**config.mk**
```make
export PLATFORM = sky130hd
export DESIGN_NAME = slicel_cfg_loader
export DESIGN_NICKNAME = d
export VERILOG_FILES = /design/src/rtl/slicel_cfg_pkg.sv /design/src/rtl/slicel_cfg_loader_shift_reg.sv /design/src/rtl/slicel_cfg_loader.sv
export SDC_FILE = /design/constraint.sdc
export NUM_CORES = 1
export LEC_CHECK = 0
export ABC_AREA = 1
export ABC_CLOCK_PERIOD_IN_PS = 6100
export BUFFER_PORTS_ARGS = -buffer_cell sky130_fd_sc_hd__clkbuf_2
export CORE_MARGIN = 2
export CORE_UTILIZATION = 30
export CTS_CLUSTER_SIZE = 25
export DETAILED_ROUTE_END_ITERATION = 8
export SLEW_MARGIN = 20
export SYNTH_ARGS = -nofsm -noshare
export SYNTH_HDL_FRONTEND = slang
export SYNTH_SLANG_ARGS = --single-unit
```
**constraint.sdc**
```tcl
create_clock -name clk -period 6.1 [get_ports clk]
set_input_delay 0.915 -clock clk [delete_from_list [all_inputs] [get_ports clk]]
set_output_delay 0.915 -clock clk [all_outputs]
set_load 0.02 [all_outputs]
```
**src/rtl/slicel_cfg_pkg.sv**
```systemverilog
// Shared types and frame-layout helpers for the slice configuration loader.
// Contents:
//   cfg_state_e  - loader FSM state encoding
//   cfg_size     - config bits per LUT for a given LUT input base
//   mux_lvls     - inter-LUT mux config width for a given LUT count
//   frame_bits   - total serial frame length
//   regs_off     - bit offset of the register init field inside the frame
package slicel_cfg_pkg;

  typedef enum logic [2:0] {
    ST_IDLE,
    ST_SHIFT,
    ST_COMMIT_COMB,
    ST_COMMIT_MEM,
    ST_DONE
  } cfg_state_e;

  function automatic int cfg_size(input int s_xx_base);
    return 2 * (2 ** s_xx_base) + 1;
  endfunction

  function automatic int mux_lvls(input int num_luts);
    return $clog2(num_luts);
  endfunction

  function automatic int frame_bits(input int cfg_sz, input int num_luts, input int mux_lv);
    return cfg_sz * num_luts + mux_lv + 2 * num_luts + 1;
  endfunction

  function automatic int regs_off(input int cfg_sz, input int num_luts, input int mux_lv);
    return cfg_sz * num_luts + mux_lv;
  endfunction

endpackage

```
**src/rtl/slicel_cfg_loader_shift_reg.sv**
```systemverilog
// cfg_shift_reg: serial-in shift register holding the configuration frame.
// New bits enter at the MSB; the bit leaving frame[0] is registered onto
// ser_out so the next slice in the chain sees the frame one pass later.
// Ports:
//   clk, rst  - clock, async active-high reset (clears frame and ser_out)
//   en        - shift one position this cycle
//   ser_in    - bit shifted into data[WIDTH-1]
//   ser_out   - registered copy of the bit shifted out of data[0]
//   data      - parallel frame contents
module cfg_shift_reg #(
  parameter int WIDTH = 143
) (
  input  logic             clk,
  input  logic             rst,
  input  logic             en,
  input  logic             ser_in,
  output logic             ser_out,
  output logic [WIDTH-1:0] data
);

  always_ff @(posedge clk or posedge rst) begin
    if (rst) begin
      data    <= '0;
      ser_out <= 1'b0;
    end else if (en) begin
      data    <= {ser_in, data[WIDTH-1:1]};
      ser_out <= data[0];
    end
  end

endmodule

```
**src/rtl/slicel_cfg_loader.sv**
```systemverilog
// slicel_cfg_loader: serial configuration loader for one logic slice.
// Shifts a FRAME_BITS-long frame in LSB first, then issues comb_set and
// mem_set on consecutive cycles and holds cfg_done until the next frame.
// Ports:
//   clk, rst               - clock, async active-high reset
//   cfg_in, cfg_valid      - serial config beat
//   cfg_ready              - beat can be accepted (low only while committing)
//   cfg_abort              - drop the partial frame, return to idle
//   cfg_out                - daisy-chain output to the next slice
//   cfg_done               - last frame has been committed
//   luts_config_in, inter_lut_mux_config, regs_config_in, config_use_cc
//                          - frame fields, LSB field first
//   comb_set, mem_set      - one-cycle commit strobes to the slice
//
// state          | meaning
// ST_IDLE        | no frame in progress
// ST_SHIFT       | collecting frame bits
// ST_COMMIT_COMB | frame complete, slice latches comb config
// ST_COMMIT_MEM  | slice loads register initial state
// ST_DONE        | frame committed, waiting for next frame
module slicel_cfg_loader
  import slicel_cfg_pkg::*;
#(
  parameter int S_XX_BASE = 4,
  parameter int NUM_LUTS  = 4,
  parameter int CFG_SIZE  = cfg_size(S_XX_BASE),
  parameter int MUX_LVLS  = mux_lvls(NUM_LUTS)
) (
  input  logic                         clk,
  input  logic                         rst,
  input  logic                         cfg_in,
  input  logic                         cfg_valid,
  output logic                         cfg_ready,
  input  logic                         cfg_abort,
  output logic                         cfg_out,
  output logic                         cfg_done,
  output logic [CFG_SIZE*NUM_LUTS-1:0] luts_config_in,
  output logic [MUX_LVLS-1:0]          inter_lut_mux_config,
  output logic [2*NUM_LUTS-1:0]        regs_config_in,
  output logic                         config_use_cc,
  output logic                         comb_set,
  output logic                         mem_set
);

  localparam int FRAME_BITS = frame_bits(CFG_SIZE, NUM_LUTS, MUX_LVLS);
  localparam int LUT_BITS   = CFG_SIZE * NUM_LUTS;
  localparam int REGS_OFF   = regs_off(CFG_SIZE, NUM_LUTS, MUX_LVLS);
  localparam int CNT_W      = $clog2(FRAME_BITS + 1);
  localparam logic [CNT_W-1:0] LAST_CNT = CNT_W'(FRAME_BITS - 1);

  cfg_state_e       state_q, state_d;
  logic [CNT_W-1:0] cnt_q, cnt_d;
  logic             accept;
  logic [FRAME_BITS-1:0] frame;

  // Ready is a decode of the state register only, so it never depends on
  // this cycle's inputs.
  assign cfg_ready = (state_q != ST_COMMIT_COMB) && (state_q != ST_COMMIT_MEM);
  assign accept    = cfg_valid && cfg_ready && !cfg_abort;

  cfg_shift_reg #(
    .WIDTH(FRAME_BITS)
  ) u_shift (
    .clk    (clk),
    .rst    (rst),
    .en     (accept),
    .ser_in (cfg_in),
    .ser_out(cfg_out),
    .data   (frame)
  );

  assign luts_config_in       = frame[LUT_BITS-1:0];
  assign inter_lut_mux_config = frame[REGS_OFF-1:LUT_BITS];
  assign regs_config_in       = frame[REGS_OFF+2*NUM_LUTS-1:REGS_OFF];
  assign config_use_cc        = frame[FRAME_BITS-1];

  always_ff @(posedge clk or posedge rst) begin
    if (rst) begin
      state_q <= ST_IDLE;
      cnt_q   <= '0;
    end else begin
      state_q <= state_d;
      cnt_q   <= cnt_d;
    end
  end

  always_comb begin
    state_d  = state_q;
    cnt_d    = cnt_q;
    comb_set = 1'b0;
    mem_set  = 1'b0;
    cfg_done = 1'b0;
    case (state_q)
      ST_IDLE, ST_DONE: begin
        cfg_done = (state_q == ST_DONE);
        if (cfg_abort) begin
          state_d = ST_IDLE;
          cnt_d   = '0;
        end else if (accept) begin
          state_d = ST_SHIFT;
          cnt_d   = CNT_W'(1);
        end
      end
      ST_SHIFT: begin
        if (cfg_abort) begin
          state_d = ST_IDLE;
          cnt_d   = '0;
        end else if (accept) begin
          if (cnt_q == LAST_CNT) begin
            state_d = ST_COMMIT_COMB;
            cnt_d   = '0;
          end else begin
            cnt_d = cnt_q + CNT_W'(1);
          end
        end
      end
      // Commit cannot be aborted once started; the slice must see both strobes.
      ST_COMMIT_COMB: begin
        comb_set = 1'b1;
        state_d  = ST_COMMIT_MEM;
      end
      ST_COMMIT_MEM: begin
        mem_set = 1'b1;
        state_d = ST_DONE;
      end
      default: begin
        state_d = ST_IDLE;
        cnt_d   = '0;
      end
    endcase
  end

endmodule

```
==> results of run 1 <==
[placed cells by master (no fill, tap or decap), drive strengths merged]
cell type  netlist  routed
nand2          115     115
nor3             3       3
xor2             1       1
inv             92      97
bufinv           0       2
clkinvlp         0       2
ha               2       2
clkinv           0       4
a21oi           75      75
or2              1       1
o21ai           73      73
nor2            85      85
clkbuf           6     171
nand4            3       3
buf             25       4
dfrtp          155     155
nand3           11      11
[report_power, final]
part	total (mW)	switching, mW	internal (mW)	leakage (nW)
logic	1.87	1.29	0.584	1.96
clock network	1.08	0.446	0.636	0.293
registers	1.89	0.359	1.53	1.82
total	4.84	2.09	2.75	4.08
[layout make-up]
type	count	share of cell area [%]
Sequential cell	155	50.7
Multi-Input combinational cell	369	21.5
Timing Repair Buffer	156	10.8
Clock buffer	19	5.92
Inverter	92	4.58
Tap cell	270	4.42
Clock inverter	13	2.05
[routing by layer]
metal  share of wire (%)  vias to the layer above
met2                  44                      108
li1                    -                     2310
met3                 5.7                        8
met4                 1.1                        0
met5                   0                        -
met1                  50                     2082
[flip-flops by register name, summed over array words and instances, names as in the netlist]
name / cells
u_shift.ser_out: 1
state_q: 3
u_shift.data: 143
cnt_q: 8
[worst max-delay path: stages (launching register included)]
cell      delay [ns]
dfrtp_1         0.44
inv_1           0.10
nor3_1          0.27
clkbuf_2        0.23
[cells by family (layout without fill, tap and decap cells)]
| logic type | after synthesis | count (layout) | synth area share (%) |
|---|---|---|---|
| buffers and inverters | 123 | 280 | 9.49 |
| DFF | 155 | 155 | 63.5 |
| AOI/OAI and AO/OA | 148 | 148 | 12.1 |
| xor gates and xnor gates | 1 | 1 | 0.143 |
| adders and majority gates | 2 | 2 | 0.410 |
| and+or+nand+nor | 218 | 218 | 14.3 |
[cells in the mapped netlist (2+ instances only)]
master / count / area [um^2]
inv_2: 2 / 7.51
nand4_1: 3 / 18.8
nand3_1: 9 / 45.0
nand2_1: 113 / 424
o21ai_1: 6 / 30.0
nor3_1: 3 / 15.0
buf_4: 12 / 90.1
dfrtp_1: 155 / 3880
nor2_1: 85 / 319
buf_2: 4 / 20.0
inv_1: 90 / 338
clkbuf_1: 6 / 22.5
ha_1: 2 / 25.0
a21oi_1: 75 / 375
o21ai_0: 67 / 335
buf_6: 9 / 101
[worst max-delay path by stage]
stage / to / startpoint / slack (ns) / depth (start not counted)
after global placement: u_shift.data[20]$_DFFE_PP0P_ / cfg_abort / 3.77 / 6
after detailed placement: u_shift.data[59]$_DFFE_PP0P_ / cfg_abort / 3.73 / 5
after floorplan: cnt_q[0]$_DFFE_PP0P_ / rst / 1.01 / 1
after global routing: mem_set / state_q[1]$_DFFE_PP0P_ / 3.66 / 3
final: mem_set / state_q[1]$_DFFE_PP0P_ / 3.74 / 3
after CTS: mem_set / state_q[1]$_DFFE_PP0P_ / 3.71 / 3
==> flow_summary.json, run 1 <==
{
  "finClkSkew_ns": 0.0105,
  "die_w_um": 147,
  "worstPathRequired_ns": 5.18,
  "fin_cells": 1074,
  "dp_slack_ns": 3.73,
  "slew_headroom_pct": 45.4,
  "gp_congestion": 0.743,
  "holdBufCountCts": 0,
  "synthFlopType": "dfrtp_1",
  "multiInputGateArea_um2": 1650,
  "power.static_leakage_nw": 4.08,
  "drv_slew": 0,
  "min_path_type": "in2async",
  "fmax_mhz": 423,
  "crit_type": "reg2out",
  "io_buffers": 152,
  "rr_worst_depth": 7,
  "post-route-min-period_ns": 2.36,
  "drc_errors": 0,
  "holdWs_ns": 0.498,
  "drive_gt1_share_pct": 24.4,
  "grtUsageTotal_pct": 12.3,
  "cp_max_fo": 5,
  "wl_mm": 12.7,
  "worstMarginPinSlew_ns": 0.818,
  "period_share_pct": 38.8,
  "die_area_um2": 21500,
  "first_iter_violations": 202,
  "use_met2_pct": 17.7,
  "crit_arrival_ns": 1.45,
  "ctsHtreeMaxLevel": 4,
  "dp_hpwl_mm": 8.42,
  "cts_tree": "built",
  "synthCells": 647,
  "start_util_pct": 30.4,
  "cts_resized": 0,
  "viasPerCell": 4.20,
  "r2r_end": "u_shift.data[12]$_DFFE_PP0P_",
  "dp_cells": 1041,
  "grt_pass1_wl_mm": 21.7,
  "die_y_um": 147,
  "yosysSeqAreaShare_pct": 63.5,
  "antenna_cells": 0,
  "fin_nets": 798,
  "synth_edf_count": 0,
  "grt_max_degree": 289,
  "cts_setup_buffers": 0,
  "peakVddDrop_uv": 226,
  "syn_avg_cell_area_um2": 9.44,
  "antenna_found_initial": 0,
  "clk_pin_slew_ns": 0.06,
  "clock_path_buffers": 2,
  "cts.sinks": 155,
  "status": "complete, no violations",
  "ys_warn_count": 0,
  "p_per_area_nw_per_um2": 633,
  "placementRows": 52,
  "syn_nets": 654,
  "setup_violations": 0,
  "rrSetupSlack_ns": 4.07,
  "grt.busiest_layer": "met1",
  "setup_slack_ns": 3.74,
  "cap_violations": 0,
  "netlist_area_um2": 6110,
  "clock_latency_ns": 0.41,
  "ant_nets": 0,
  "gr-usage-met1_pct": 17.7,
  "hold_violations": 0,
  "r2r_start": "state_q[2]$_DFFE_PP0P_",
  "num-fill-cells": 2056,
  "cts_buffers": 17,
  "regArea_um2": 3880,
  "grt_pass1_vias": 4246,
  "ys_types": 22,
  "place_area_um2": 7010,
  "tns_ns": 0,
  "io_pins": 153,
  "drt_pass1_iterations": 4,
  "wl_per_cell_um": 11.8,
  "total_power_mw": 4.84,
  "crit_path_end_kind": "primary output",
  "fp.coreArea_um2": 20100,
  "final_area_um2": 7650,
  "ys_ff_latch": 155,
  "rsz0062_at_grt": "no",
  "clockRootBuffer": "clkbuf_16",
  "vias": 4508,
  "syn_to_final_growth_pct": 25.2,
  "utilization_pct": 38.0,
  "async_flop_share_pct": 100,
  "gr-usage-met3_pct": 3.88,
  "start_kind": "flop",
  "grt_overflow_total": 0
}
No activity file was read; power rests on OpenSTA's default activity.
==> run 2, diff against run 1 <==
--- a/config.mk
+++ b/config.mk
@@ -5,8 +5,8 @@
 export SDC_FILE = /design/constraint.sdc
 export NUM_CORES = 1
 export LEC_CHECK = 0
-export ABC_AREA = 1
-export ABC_CLOCK_PERIOD_IN_PS = 6100
+export ABC_AREA = 0
+export ABC_CLOCK_PERIOD_IN_PS = 2120
 export BUFFER_PORTS_ARGS = -buffer_cell sky130_fd_sc_hd__clkbuf_2
 export CORE_MARGIN = 2
 export CORE_UTILIZATION = 30
==> constraint.sdc (replaced) <==
create_clock -name clk -period 2.12 [get_ports clk]
set_input_delay 0.318 -clock clk [delete_from_list [all_inputs] [get_ports clk]]
set_output_delay 0.318 -clock clk [all_outputs]
set_load 0.02 [all_outputs]
==> run 2 against run 1 <==
- the flow now finishes with violations (negative hold slack)
- largest power group unchanged
- register-to-register slack worse by 3.9 ns
- synthesized cell count down 42%
- area after synthesis down 1.5%
- sequential power up 76%
- sequential share of layout area down 0.55 points
- via count down 20%
- critical endpoint is now u_shift.data[107]$_DFFE_PP0P_
==> flow_summary.json, run 2 <==
{
  "period_share_pct": 91.6,
  "crit_type": "reg2reg",
  "layout_commonest_cell": "dfrtp_1",
  "ant_nets": 0,
  "syn_nets": 380,
  "place_area_um2": 7090,
  "die_w_um": 146,
  "grt_max_degree": 87,
  "grt_overflow_total": 0,
  "drc_errors": 0,
  "setup_violations": 0,
  "hold_violations": 4,
  "utilization_pct": 39.5,
  "holdWs_ns": -0.000415,
  "cts_resized": 0,
  "ys_types": 34,
  "crit_arrival_ns": 2.23,
  "clkPwrFrac_pct": 42.7,
  "clock_latency_ns": 0.41,
  "synth_edf_count": 0,
  "worstMarginPinSlew_ns": 0.636,
  "drv_slew": 0,
  "gp_congestion": 0.792,
  "cts_buffers": 17,
  "switchingPower_mw": 2.03,
  "path_cells": "nor2b_2, nor3b_2, buf_12, mux2_2",
  "die_area_um2": 21200,
  "fin_nets": 543,
  "comb_power_share_pct": 13.8,
  "cts.sinks": 155,
  "syn_to_final_growth_pct": 28.5,
  "die_y_um": 146,
  "start_util_pct": 30.7,
  "min_path_type": "in2async",
  "clockRootBuffer": "clkbuf_16",
  "worstPathRequired_ns": 2.41,
  "final_cell_mix": "dfrtp_1, clkbuf_2, mux2_2, mux2_1, clkbuf_16",
  "cp_top_family": "simple AND/OR/NAND/NOR gates",
  "tns_ns": 0,
  "critPathMaxStageDelay_ns": 0.45,
  "largestRegisters": "u_shift.data x143, cnt_q x8, state_q x3",
  "async_flop_share_pct": 100,
  "internal_power_mw": 5.64,
  "yosysMostFrequentCell": "dfrtp_1",
  "drt_pass1_iterations": 4,
  "peakVddDrop_uv": 632,
  "power.static_leakage_nw": 4.12,
  "crit_slowest_cell": "dfrtp_1",
  "top_register": "u_shift.data",
  "slew_headroom_pct": 57.6,
  "yosysSeqAreaShare_pct": 64.5,
  "synth_area_leader_cell": "dfrtp_1",
  "crit_path_end_kind": "flop",
  "rsz0062_at_grt": "no",
  "cap_violations": 0,
  "first_iter_violations": 80,
  "synthCells": 373,
  "io_pins": 153,
  "start_kind": "flop",
  "grt_pass1_vias": 3824,
  "clk_pin_slew_ns": 0.06,
  "wl_per_cell_um": 14.5,
  "viasPerCell": 4.45,
  "drive_gt1_share_pct": 56.4,
  "p_per_area_nw_per_um2": 992,
  "synthFlopType": "dfrtp_1",
  "finClkSkew_ns": 0.00604,
  "final_area_um2": 7730,
  "violations": "negative hold slack",
  "clock_path_buffers": 2,
  "power.share.switching_pct": 26.4,
  "cts_tree": "built",
  "yosys-top-cells-area": "dfrtp_1, mux2_2, mux2_1",
  "grt_pass1_wl_mm": 19.9,
  "synthTopCellsByCount": "dfrtp_1, mux2_2, mux2_1",
  "io_buffers": 152,
  "fp.coreArea_um2": 19600,
  "dp_hpwl_mm": 8.12,
  "status": "finished with violations",
  "pwr-share-seq_pct": 43.5,
  "syn_avg_cell_area_um2": 16.1,
  "antenna_cells": 0,
  "holdBufCountCts": 0,
  "fmax_mhz": 515,
  "ys_warn_count": 0,
  "dp_cells": 782,
  "cp_max_fo": 86,
  "fin_cells": 813,
  "cts_setup_buffers": 0,
  "yosysTopAreaCellShare_pct": 64.5,
  "cp_num_buf_inv": 1,
  "wl_mm": 11.8,
  "ys_ff_latch": 155,
  "netlist_area_um2": 6010,
  "antenna_found_initial": 0,
  "ctsHtreeMaxLevel": 4,
  "post-route-min-period_ns": 1.94,
  "grtUsageTotal_pct": 11.6,
  "largest_reg_flops": 143,
  "vias": 3621,
  "placementRows": 51
}
-- run 2: changes by cell type in the layout (fill, tap and decap cells not counted), sizes merged, moves of 3 or more --
cell    previous run  this run
mux2               0       144
nand2            115         4
inv               97         7
nor2              85         7
a21oi             75         1
o21ai             73         3
nand3             11         2
buf                4         9
xnor2              0         5
a211oi             0         4
a21o               0         3
clkinv             4         1
nor3b              0         3
-- run 2: through the flow --
stage	power, mW	setup WS, ns
2_1_floorplan	4.13	-0.157
3_3_place_gp	4.42	0.238
3_5_place_dp	4.46	0.192
4_1_cts	7.79	0.184
5_1_grt	8.06	0.0905
6_report	7.67	0.178
-- run 2: metal layers --
| metal | part of all wire (%) | routed length (um) | GRT usage [%] | vias up |
|---|---|---|---|---|
| met2 | 47 | 5520 | 18.5 | 115 |
| met3 | 5.9 | 689 | 3.54 | 10 |
| met4 | 1.3 | 152 | 4.85 | 0 |
| li1 | - | - | - | 1665 |
| met5 | 0 | 0 | 0 | - |
| met1 | 46 | 5400 | 14.7 | 1831 |
-- run 2: worst reg2reg max path: stages, from the launching register on --
cell,delay [ns]
dfrtp_1,0.45
nor2b_2,0.21
nor3b_2,0.29
buf_12,0.37
mux2_2,0.50
-- run 2: path summary, 6_finish.rpt --
check / start / endpoint / slack (ns) / cells after the start
max: state_q[1]$_DFFE_PP0P_ / u_shift.data[107]$_DFFE_PP0P_ / 0.18 / 4
min: rst / u_shift.data[101]$_DFFE_PP0P_ / -0.0004 / 3
max reg2reg: state_q[1]$_DFFE_PP0P_ / u_shift.data[107]$_DFFE_PP0P_ / 0.18 / 4
min reg2reg: u_shift.data[44]$_DFFE_PP0P_ / u_shift.data[44]$_DFFE_PP0P_ / 0.51 / 1
max in group asynchronous: rst / cnt_q[1]$_DFFE_PP0P_ / 1.54 / 3
min in group clk: cfg_in / u_shift.data[142]$_DFFE_PP0P_ / 0.14 / 2
-- run 2: layout make-up --
class,instances,area [um^2]
Clock buffer,19,453
Clock inverter,12,186
Fill cell,1892,11900
Inverter,4,18.8
Multi-Input combinational cell,197,2000
Sequential cell,155,3880
Tap cell,265,332
Timing Repair Buffer,161,866
-- run 2: logic make-up after synthesis --
family                     synth area share, %
xor gates and xnor gates                 0.728
adders and majority gates                0.416
and+or+nand+nor                           2.58
DFF                                       64.5
buffers and inverters                     2.39
AOI/OAI and AO/OA                         2.27
muxes                                     27.1
-- run 2: power groups by stage --
stage / sequential, mW / combinational [mW] / clock, mW
floorplan: 3.51 / 0.618 / 0
global placement: 3.37 / 1.05 / 0
detailed placement: 3.38 / 1.08 / 0
CTS: 3.33 / 1.08 / 3.38
global route: 3.36 / 1.16 / 3.54
finish: 3.33 / 1.06 / 3.27
